File: src/rtl/muxi_cs_arb.sv
// rtl/muxi_cs_arb.sv - round-robin owner arbiter and zero-latency mux for the shared parallel bus
//
// Grants one of NUM_CANALES controllers ownership of the active-low control
// bus (CS/RD/WR/A-D) and the data bus, passes the owner's signals straight
// through, keeps the bus idle for a guard interval between owners and forces
// release of an owner that holds the bus for MAX_TENENCIA cycles.
//
// Ports:
//   clk, rst_n          clock (rising edge), synchronous active-low reset
//   req[N]              per-channel bus request (level, held for a transaction)
//   cs_in/rd_in/wr_in/ad_in[N]  per-channel active-low control strobes
//   oe_in[N]            per-channel data drive enable (active-high)
//   dato_in[N*LARGO]    per-channel write data, channel i at [i*LARGO +: LARGO]
//   grant[N]            registered one-hot owner indication
//   cs_out/rd_out/wr_out/ad_out, dato_out, dato_oe   bus outputs (idle unless owned)
//   ocupado             high whenever the arbiter is not idle
//   err_timeout         one-cycle pulse after a forced release
module muxi_cs_arb #(
    parameter int NUM_CANALES  = 2,
    parameter int LARGO        = 8,
    parameter int GUARDA       = 2,
    parameter int MAX_TENENCIA = 255
) (
    input  logic                         clk,
    input  logic                         rst_n,
    input  logic [NUM_CANALES-1:0]       req,
    input  logic [NUM_CANALES-1:0]       cs_in,
    input  logic [NUM_CANALES-1:0]       rd_in,
    input  logic [NUM_CANALES-1:0]       wr_in,
    input  logic [NUM_CANALES-1:0]       ad_in,
    input  logic [NUM_CANALES-1:0]       oe_in,
    input  logic [NUM_CANALES*LARGO-1:0] dato_in,
    output logic [NUM_CANALES-1:0]       grant,
    output logic                         cs_out,
    output logic                         rd_out,
    output logic                         wr_out,
    output logic                         ad_out,
    output logic [LARGO-1:0]             dato_out,
    output logic                         dato_oe,
    output logic                         ocupado,
    output logic                         err_timeout
);

    localparam int PW = (NUM_CANALES > 1) ? $clog2(NUM_CANALES) : 1;
    localparam logic [15:0] L_MAX_M1 = 16'(MAX_TENENCIA - 1);
    localparam logic [3:0]  L_GUARDA = 4'(GUARDA);

    typedef enum logic [1:0] {LIBRE, TENENCIA, GUARDA_ST} state_t;

    state_t                  r_state, w_state_nx;
    logic [PW-1:0]           r_sel, w_sel_nx;
    logic [PW-1:0]           r_ptr, w_ptr_nx;
    logic [15:0]             r_hold, w_hold_nx;
    logic [3:0]              r_guard, w_guard_nx;
    logic [NUM_CANALES-1:0]  r_grant, w_grant_nx;
    logic                    r_err, w_err_nx;

    logic                    w_found;
    logic [PW-1:0]           w_pick;
    logic [PW-1:0]           w_cand;
    logic [PW-1:0]           w_sel_inc;
    int                      w_sum;
    logic                    w_rel;
    logic                    w_tmo;

    // First requester at or above the pointer, wrapping; scanning offsets
    // downward lets the smallest offset win.
    always_comb begin
        w_found = 1'b0;
        w_pick  = '0;
        w_cand  = '0;
        w_sum   = 0;
        for (int k = NUM_CANALES - 1; k >= 0; k--) begin
            w_sum = int'(r_ptr) + k;
            if (w_sum >= NUM_CANALES) begin
                w_sum = w_sum - NUM_CANALES;
            end
            w_cand = PW'(w_sum);
            if (req[w_cand]) begin
                w_found = 1'b1;
                w_pick  = w_cand;
            end
        end
    end

    assign w_sel_inc = (r_sel == PW'(NUM_CANALES - 1)) ? '0 : r_sel + PW'(1);
    assign w_rel     = !req[r_sel] && cs_in[r_sel];
    assign w_tmo     = (MAX_TENENCIA != 0) && (r_hold == L_MAX_M1);

    always_comb begin
        w_state_nx = r_state;
        w_sel_nx   = r_sel;
        w_ptr_nx   = r_ptr;
        w_hold_nx  = r_hold;
        w_guard_nx = r_guard;
        w_grant_nx = r_grant;
        w_err_nx   = 1'b0;
        case (r_state)
            LIBRE: begin
                if (w_found) begin
                    w_state_nx = TENENCIA;
                    w_sel_nx   = w_pick;
                    w_grant_nx = NUM_CANALES'(1) << w_pick;
                    w_hold_nx  = '0;
                end
            end
            TENENCIA: begin
                if (w_rel || w_tmo) begin
                    w_grant_nx = '0;
                    w_ptr_nx   = w_sel_inc;
                    w_err_nx   = !w_rel;
                    // The LIBRE cycle before the next grant is itself idle, so
                    // the guard state only covers the remaining GUARDA-1 cycles.
                    if (GUARDA >= 2) begin
                        w_state_nx = GUARDA_ST;
                        w_guard_nx = L_GUARDA;
                    end else begin
                        w_state_nx = LIBRE;
                    end
                end else begin
                    w_hold_nx = r_hold + 16'd1;
                end
            end
            GUARDA_ST: begin
                w_guard_nx = r_guard - 4'd1;
                if (r_guard <= 4'd2) begin
                    w_state_nx = LIBRE;
                end
            end
            default: begin
                w_state_nx = LIBRE;
                w_grant_nx = '0;
            end
        endcase
    end

    always_ff @(posedge clk) begin
        if (!rst_n) begin
            r_state <= LIBRE;
            r_sel   <= '0;
            r_ptr   <= '0;
            r_hold  <= '0;
            r_guard <= '0;
            r_grant <= '0;
            r_err   <= 1'b0;
        end else begin
            r_state <= w_state_nx;
            r_sel   <= w_sel_nx;
            r_ptr   <= w_ptr_nx;
            r_hold  <= w_hold_nx;
            r_guard <= w_guard_nx;
            r_grant <= w_grant_nx;
            r_err   <= w_err_nx;
        end
    end

    // Owner pass-through with no register stage; idle bus otherwise.
    always_comb begin
        cs_out   = 1'b1;
        rd_out   = 1'b1;
        wr_out   = 1'b1;
        ad_out   = 1'b1;
        dato_out = '0;
        dato_oe  = 1'b0;
        if (r_state == TENENCIA) begin
            cs_out   = cs_in[r_sel];
            rd_out   = rd_in[r_sel];
            wr_out   = wr_in[r_sel];
            ad_out   = ad_in[r_sel];
            dato_out = dato_in[int'(r_sel)*LARGO +: LARGO];
            dato_oe  = oe_in[r_sel];
        end
    end

    assign grant       = r_grant;
    assign ocupado     = (r_state != LIBRE);
    assign err_timeout = r_err;

endmodule

File: config.mk
export PLATFORM = sky130hd
export DESIGN_NAME = muxi_cs_arb
export DESIGN_NICKNAME = d
export VERILOG_FILES = /design/src/rtl/muxi_cs_arb.sv
export SDC_FILE = /design/constraint.sdc
export NUM_CORES = 1
export LEC_CHECK = 0
export BUFFER_PORTS_ARGS = -buffer_cell sky130_fd_sc_hd__buf_2
export CAP_MARGIN = 10
export CORE_ASPECT_RATIO = 1.5
export CORE_UTILIZATION = 38
export CTS_CLUSTER_DIAMETER = 50
export DETAILED_ROUTE_END_ITERATION = 6
export REMOVE_ABC_BUFFERS = 1
export SLEW_MARGIN = 20
export SYNTH_ARGS = -nofsm -noshare
export SYNTH_HDL_FRONTEND = slang
export SYNTH_SLANG_ARGS = --single-unit
File: constraint.sdc
create_clock -name clk -period 2.3 [get_ports clk]
set_input_delay 0.23 -clock clk [delete_from_list [all_inputs] [get_ports clk]]
set_output_delay 0.23 -clock clk [all_outputs]
set_load 0.01 [all_outputs]
-- Yosys cells after proc, flatten, opt, wreduce, memory -nomap -nowiden
Cells that the tools add are included.
- output and inout port bits: 17
- bits in registers: 27
- word-level logic and storage cells: 85
- shifts and indexed selects: 2
- add/sub/neg operators: 6
- reductions and logical operators: 15
- bitwise operators: 1
- muxes and demuxes: 41
- equality and inequality tests: 7
- magnitude comparators: 6
- operators by type and width (kind ; count):
    $mux W16 ; 2
    $pmux W16 S2 ; 1
    $mux W1 ; 28
    $add A16 B1 Y16 const B ; 1
    $eq A16 B8 Y1 const B ; 1
    $shiftx A16 B5 Y8 ; 1
    $pmux W2 S3 ; 2
    $reduce_and A3 Y1 ; 4
    $mux W2 ; 5
    $mux W8 ; 1
    $ne A2 B2 Y1 const B ; 4
    $pmux W4 S2 ; 1
    $lt A1 B2 Y1 const B ; 3
    $reduce_and A2 Y1 ; 3
    $reduce_bool A2 Y1 ; 3
    $le A4 B2 Y1 const B ; 1
    $mux W4 ; 1
    $sub A4 B1 Y4 const B ; 1
    $add A1 B1 Y2 const B ; 1
    $eq A2 B1 Y1 const B ; 1
    $eq A2 B2 Y1 const B ; 1
    $ge A1 B2 Y1 const B ; 1
    $ge A2 B2 Y1 const B ; 1
    $logic_not A1 Y1 ; 2
    other kinds (7) ; 8

-- Longest topological paths before layout
Gate-level depths: netlist of run 1.
- word-level depth: 10
- depth in mapped cells: 7

-- Worst setup path before layout of run 1
Ideal clock, no wire load.
- path kind: flip-flop to flip-flop
- start point: register r_sel
- end point: register r_hold[5]
- data required time: 2.181 ns
- clock period less this slack: 1.830 ns
- path slack: 0.470 ns
- cell stages (with the launch flop): 7
- setup time: 0.119 ns
- data arrival time: 1.711 ns
- cell sequence: dfxtp_1 buf_6 and3b_4 or3_1 buf_6 or4_4 mux2i_1
- longest elaborated chain between the ends: 7
- elaborated cells between the ends (all ways): 9
- RTL lines (item ; line ; RTL):
    from (decl) ; 51 ; logic [PW-1:0] r_sel, w_sel_nx;
    from (signal assigned) ; 148 ; r_sel <= w_sel_nx;
    $mux W1 (not written as such) (2 in a row) ; 87 ; assign w_rel = !req[r_sel] && cs_in[r_sel];
    $logic_not A1 Y1 ; 87 ;
    $logic_and A1 B1 Y1 (*) ; 87 ;
    $logic_or A1 B1 Y1 (*) ; 108 ; if (w_rel || w_tmo) begin
    $ne A2 B2 Y1 (no source line) (*) ; -- ;
    $reduce_and A3 Y1 (no source line) (*) ; -- ;
    to (signal assigned) ; 150 ; r_hold <= w_hold_nx;
    to (decl) ; 53 ; logic [15:0] r_hold, w_hold_nx;
Every way passes the cells marked *; elsewhere a longest branch is shown, timed or not. The select of a mux whose other input is x is not followed.
A chain may end at the register's enable or synchronous reset.

-- Final worst setup path of run 1
- start point: register r_hold[1]
- end point: register r_hold[6]
- longest elaborated chain between the ends: 4
- elaborated cells between the ends (all ways): 7
- RTL lines (item):
    branches (longest 4 deep; another with $add A16 B1 Y16)
Parallel ways; which one is timed is not known. The select of a mux whose other input is x is not followed.

==> impl_metrics.tcl, run 1 <==
set metrics [dict create \
    outcome "finished, violations left" \
    violations "design-rule violations" \
    pre_cts_slack_ps 441 \
    hold_end "r_guard[1]" \
    p_leak_nw 0.785 \
    wl_per_cell_microns 14.6 \
    grt_max_degree 17 \
    maxCapViolations 0 \
    die_w_microns 56.9 \
    fin_cells 313 \
    final-hold-violation-count 0 \
    antenna_found_initial 0 \
    synthFlopType "dfxtp_1" \
    synth_cells 217 \
    drive_gt1_share_pct 23.6 \
    ys_seq_area_share_pct 31.4 \
    ios 47 \
    core_sq_um 4280 \
    grt_usage_pct 19.1 \
    required_ps 2500 \
    grt_pass1_wl_mm 7.42 \
    dp_cells 309 \
    grt_pass1_vias 1640 \
    clk_pin_slew_ps 90 \
    clkLatencyLatePin_ps 280 \
    area_growth_pct 20.4 \
    cts_buffers 3 \
    powerDensity_nw_per_um2 478 \
    cts_tree "done" \
    start_util_pct 40.2 \
    setup_viol_count_final 0 \
    min_path_type "in -> reg" \
    fin_ws_ps 444 \
    share_seq_of_total_power_pct 50.0 \
    yosys.area.top_type "dfxtp_1" \
    worstHoldStart "rst_n" \
    drt.antenna.violating_nets 0 \
    worstRegToRegCells 5 \
    std_cell_rows 29 \
    drt_iter0_drc 104 \
    synth_warnings 0 \
    clock_skew_ps 1.79 \
    drt_wl_total_mm 4.56 \
    post_cts_buffers 0 \
    ys_async_sr_fraction_pct 0 \
    ctsResizeCount 0 \
    diodes 0 \
    die_y_microns 84.4 \
    crit_path_end_kind "register" \
    synth_top_area_share_pct 31.4 \
    post-route-period-util_pct 80.7 \
    rsz0062_at_grt "no" \
    synth-edff-count 0 \
    worst_pin_slew_ps 479 \
    drcViolationCount 6 \
    finalCoreUtilization_pct 48.4 \
    setup_tns_ps 0 \
    pwr-share-clk_pct 28.2 \
    power_switching_w 0.000292 \
    slew-limit-headroom_pct 67.8 \
    cp-start-kind "register" \
    yosys-top-cells-area "dfxtp_1 (31%), mux2i_1 (8.7%), o211ai_1 (6.5%)" \
    regToRegStartpoint "r_hold[1]" \
    nNetsFinal 302 \
    cellInternalPower_w 0.000698 \
    r2r_setup_slack_ps 440 \
    r2r-end "r_hold[6]" \
    dp_hpwl_mm 3.48 \
    ys_ff_latch 27 \
    path_max_fanout 10 \
    cts.htree.levels 1 \
    viasPerCell 5.80 \
    routed-via-count 1814 \
    power_frac_comb_pct 21.8 \
    gp_congestion 0.824 \
    crit_type "reg -> reg" \
    grt_overflow 0 \
    min_period_ps 1860 \
    cts_root_buf "clkbuf_8" \
    cts_num_sinks 27 \
    ys_types 42 \
    ir_drop_v 0.000270 \
    syn_area_sq_um 1720 \
    swShare_pct 29.5 \
    holdPathStages 2 \
    io_buffers 46 \
    ctsHoldBuffers 0 \
    avgSynthCellArea_sq_um 7.93 \
    die_area_sq_um 4810 \
    slew_viol_final 0 \
    clock_path_buffers 2 \
    worstPathArrival_ps 2060 \
    dr.pass1.iters 7 \
    fmax_mhz 539 \
]
metrics by stage:
step	total power, W	hold slack [ps]	instance area [sq um]
2_1_floorplan	0.000626	347	1680
3_3_place_gp	0.000720	461	2020
3_5_place_dp	0.000721	476	2020
5_1_grt	0.00105	244	2070
6_report	0.000989	238	2070
4_1_cts	0.00100	237	2070
Yosys cell counts (2+ instances only):
library cell,instances
dfxtp_1,27
nand2_1,19
nor2_1,18
mux2i_1,15
o211ai_1,15
inv_1,14
nand3_1,14
nand4_1,11
a21oi_1,9
nor3_1,8
nor4_1,7
clkbuf_1,6
nand2b_1,6
or3_1,5
ha_1,4
nand4b_1,4
nand3b_1,3
o21a_1,3
and4_1,2
buf_6,2
nor2b_1,2
or2_2,2
xor2_1,2
logic make-up after synthesis:
logic type / Yosys count / synth area share [%]
AND/OR/NAND/NOR: 109 / 34.9
AO/OA/AOI/OAI: 36 / 14.6
flip-flops: 27 / 31.4
buffers and inverters: 23 / 5.89
multiplexers: 15 / 8.73
adder cells (fa/ha/maj): 4 / 2.91
XOR/XNOR: 3 / 1.53
flip-flops by register name (all words and copies together) (netlist names):
signal       cells
r_guard          4
r_hold          16
r_state          2
r_sel            1
grant            2
r_ptr            1
err_timeout      1
layout make-up:
type	instances	area, sq um
well taps	46	57.6
flip-flops and latches	27	541
clock inverters	1	7.51
fillers	445	2210
multi-input cells	167	1080
inverters	15	56.3
repair buffers	54	290
clock buffers	3	41.3
placed cells by master, fill, tap and decap left out, types with 4 or more instances in the layout:
cell      Yosys  final
buf_2         0     46
dfxtp_1      27     27
nand2_1      19     19
nor2_1       18     18
mux2i_1      15     15
o211ai_1     15     15
inv_1        14     14
nand3_1      14     14
nand4_1      11     11
a21oi_1       9      9
nor3_1        8      8
buf_4         0      8
nor4_1        7      7
nand2b_1      6      6
or3_1         5      5
nand4b_1      4      4
ha_1          4      4
layer usage:
| metal | part of all wire [%] | up-vias | global-route usage [%] |
|---|---|---|---|
| li1 | - | 900 | - |
| met1 | 42 | 855 | 21.5 |
| met2 | 52 | 47 | 36.9 |
| met3 | 4.1 | 12 | 2.00 |
| met4 | 1.4 | 0 | 5.10 |
| met5 | 0 | - | 0 |
worst max-delay path: stages (launching register included):
cell	delay, ps
dfxtp_1	430
ha_1	180
nor4b_1	310
and4_1	450
o21ai_2	210
o211ai_1	210
power by group through the flow:
stage          clock (W)  combinational [W]  sequential, W
2_1_floorplan          0           0.000116       0.000510
3_3_place_gp           0           0.000215       0.000505
3_5_place_dp           0           0.000215       0.000506
4_1_cts         0.000288           0.000217       0.000495
5_1_grt         0.000309           0.000239       0.000498
6_report        0.000279           0.000215       0.000495
worst max-delay path by stage:
| stage | slack (ps) | end | from | depth (start not counted) |
|---|---|---|---|---|
| floorplan | 160 | r_hold[5] | r_sel | 4 |
| global placement | 460 | r_hold[5] | req[1] | 5 |
| detailed placement | 440 | r_hold[5] | req[1] | 5 |
| CTS | 450 | r_hold[5] | r_state[0] | 4 |
| global route | 270 | r_hold[0] | r_hold[1] | 5 |
| finish | 440 | r_hold[6] | r_hold[1] | 5 |
No activity file was read; power rests on OpenSTA's default activity.
==> run 2, diff against run 1 <==
ABC_AREA = 1   (was not set)
clock period = 1.9 ns   (was 2.3 ns; I/O delays follow)
==> impl_metrics.tcl, run 2 <==
set metrics [dict create \
    outcome "complete, no violations" \
    viasPerCell 4.87 \
    crit_path_end_kind "register" \
    cp_cell_sequence "inv_1, ha_1, nand3_1, nor2_4, nand2_2, nand3_2, nand2_2, inv_1, nor2_1, nor2_1" \
    powerDensity_nw_per_um2 612 \
    maxCapViolations 0 \
    nNetsFinal 390 \
    ys_seq_area_share_pct 28.9 \
    pwr-share-clk_pct 26.7 \
    worstPathArrival_ps 1900 \
    routed-via-count 2042 \
    grt_pass1_vias 2032 \
    drt_iter0_drc 65 \
    min_path_type "in -> reg" \
    worstRegToRegCells 10 \
    antenna_found_initial 0 \
    synth_top_area_share_pct 28.9 \
    cp-start-kind "register" \
    p_leak_nw 0.979 \
    max_stage_delay_ps 430 \
    slew_viol_final 0 \
    r2r_setup_slack_ps 190 \
    rsz0062_at_grt "no" \
    clock_path_buffers 2 \
    core_sq_um 4620 \
    fmax_mhz 586 \
    diodes 0 \
    power_frac_comb_pct 26.8 \
    ir_drop_v 0.000495 \
    synth_warnings 0 \
    post_cts_buffers 0 \
    hold_end "grant[1]" \
    synth.cells.most_frequent "nand2_1 (96), nor2_1 (44), nand3_1 (37), inv_1 (29), dfxtp_1 (27)" \
    cellInternalPower_w 0.000876 \
    cts_tree "done" \
    grt_usage_pct 21.7 \
    drive_gt1_share_pct 20.3 \
    grt_max_degree 21 \
    setup_viol_count_final 0 \
    dp_hpwl_mm 3.74 \
    dr.pass1.iters 4 \
    yosys.area.top_type "dfxtp_1" \
    cts_buffers 3 \
    wl_per_cell_microns 12.1 \
    grt_overflow 0 \
    finalCoreUtilization_pct 47.6 \
    cp_num_buf_inv 2 \
    clock_skew_ps 3.25 \
    ys_types 31 \
    grt_pass1_wl_mm 8.89 \
    r2r-end "r_hold[1]" \
    cts_root_buf "clkbuf_8" \
    crit_type "reg -> reg" \
    top_register "r_hold" \
    crit_slowest_cell "dfxtp_1" \
    drt_wl_total_mm 5.05 \
    crit_family "simple AND/OR/NAND/NOR gates" \
    multi_input_comb_area_sq_um 1130 \
    die_area_sq_um 5220 \
    setup_tns_ps 0 \
    drt.antenna.violating_nets 0 \
    largest_reg_flops 16 \
    required_ps 2090 \
    power_switching_w 0.000467 \
    ys_ff_latch 27 \
    yosysMostFrequentCell "nand2_1" \
    min_period_ps 1710 \
    drcViolationCount 0 \
    area_growth_pct 17.2 \
    worstHoldStart "req[1]" \
    fillers 527 \
    ios 47 \
    clkLatencyLatePin_ps 280 \
    avgSynthCellArea_sq_um 6.00 \
    area.sequential_sq_um 541 \
    die_y_microns 88.0 \
    mostFrequentLayoutCells "nand2_1 (96), buf_2 (46), nor2_1 (44)" \
    cts_num_sinks 27 \
    mostFrequentLayoutCell "nand2_1" \
    synthFlopType "dfxtp_1" \
    die_w_microns 59.3 \
    path_max_fanout 16 \
    ctsResizeCount 0 \
    ctsHoldBuffers 0 \
    std_cell_rows 30 \
    swShare_pct 34.8 \
    start_util_pct 40.6 \
    gp_congestion 0.915 \
    final-hold-violation-count 0 \
    ys_async_sr_fraction_pct 0 \
    cts.htree.levels 1 \
    slew-limit-headroom_pct 65.9 \
    holdPathStages 3 \
    post-route-period-util_pct 89.8 \
    largestRegisters "r_hold x16, r_guard x4" \
    worst_pin_slew_ps 511 \
    synth_cells 312 \
    io_buffers 46 \
    share_seq_of_total_power_pct 46.5 \
    syn_area_sq_um 1870 \
    regToRegStartpoint "r_hold[0]" \
    synth-edff-count 0 \
    yosys-top-cells-area "dfxtp_1 (29%), nand2_1 (19%), nand3_1 (9.9%)" \
    clk_pin_slew_ps 110 \
]
-- run 2: cells by family (layout without fill, tap and decap cells) --
kind of cell / Yosys count / in the layout / synth area share (%)
adder cells (fa/ha/maj): 4 / 4 / 2.67
AND/OR/NAND/NOR: 196 / 196 / 45.1
AO/OA/AOI/OAI: 36 / 36 / 10.7
flip-flops: 27 / 27 / 28.9
buffers and inverters: 45 / 88 / 10.8
XOR/XNOR: 4 / 4 / 1.87
-- run 2: worst max-delay path by stage --
stage / from / end / slack (ps) / cells after the start
after floorplan: r_sel / r_hold[1] / 110 / 9
after global placement: r_hold[0] / r_hold[1] / 290 / 10
after detailed placement: r_hold[0] / r_hold[1] / 220 / 10
after CTS: r_state[0] / dato_oe / 40 / 5
after global routing: r_hold[0] / r_hold[1] / 40 / 10
final: r_hold[0] / r_hold[1] / 190 / 10
-- run 2: cell type report --
cell class	instances	area share [%]
clock buffers	3	1.88
clock inverters	1	0.342
inverters	33	5.64
multi-input cells	240	51.7
flip-flops and latches	27	24.6
well taps	64	3.65
repair buffers	51	12.2
-- run 2: power groups by stage --
stage | clock network, W | registers [W] | logic, W
2_1_floorplan | 0 | 0.000637 | 0.000215
3_3_place_gp | 0 | 0.000636 | 0.000356
3_5_place_dp | 0 | 0.000636 | 0.000361
4_1_cts | 0.000363 | 0.000623 | 0.000362
5_1_grt | 0.000377 | 0.000630 | 0.000409
6_report | 0.000358 | 0.000624 | 0.000361
-- run 2: per-layer routing --
layer	track usage (%)	vias to the layer above	part of all wire, %
met5	0	-	0
met4	7.36	0	1.8
met3	1.92	10	2.3
met2	40.7	36	53
met1	25.0	916	43
li1	-	1080	-
-- run 2: tightest hold or removal path: cells and delay by family --
| family | cells | cell delay [ps] |
|---|---|---|
| buffers and inverters | 1 | 130 |
| and+or+nand+nor | 1 | 100 |
| AOI/OAI and AO/OA | 1 | 60 |
-- run 2: stage by stage --
step / worst slack [ps] / power (W) / std cells / hold WS [ps] / instance area, sq um
6_report: 193 / 0.00134 / 419 / 239 / 2200
4_1_cts: 39.5 / 0.00135 / 419 / 243 / 2190
2_1_floorplan: 108 / 0.000852 / 300 / 311 / 1790
3_5_place_dp: 220 / 0.000997 / 415 / 453 / 2140
5_1_grt: 42.3 / 0.00142 / 419 / 255 / 2200
3_3_place_gp: 293 / 0.000992 / 415 / 450 / 2140
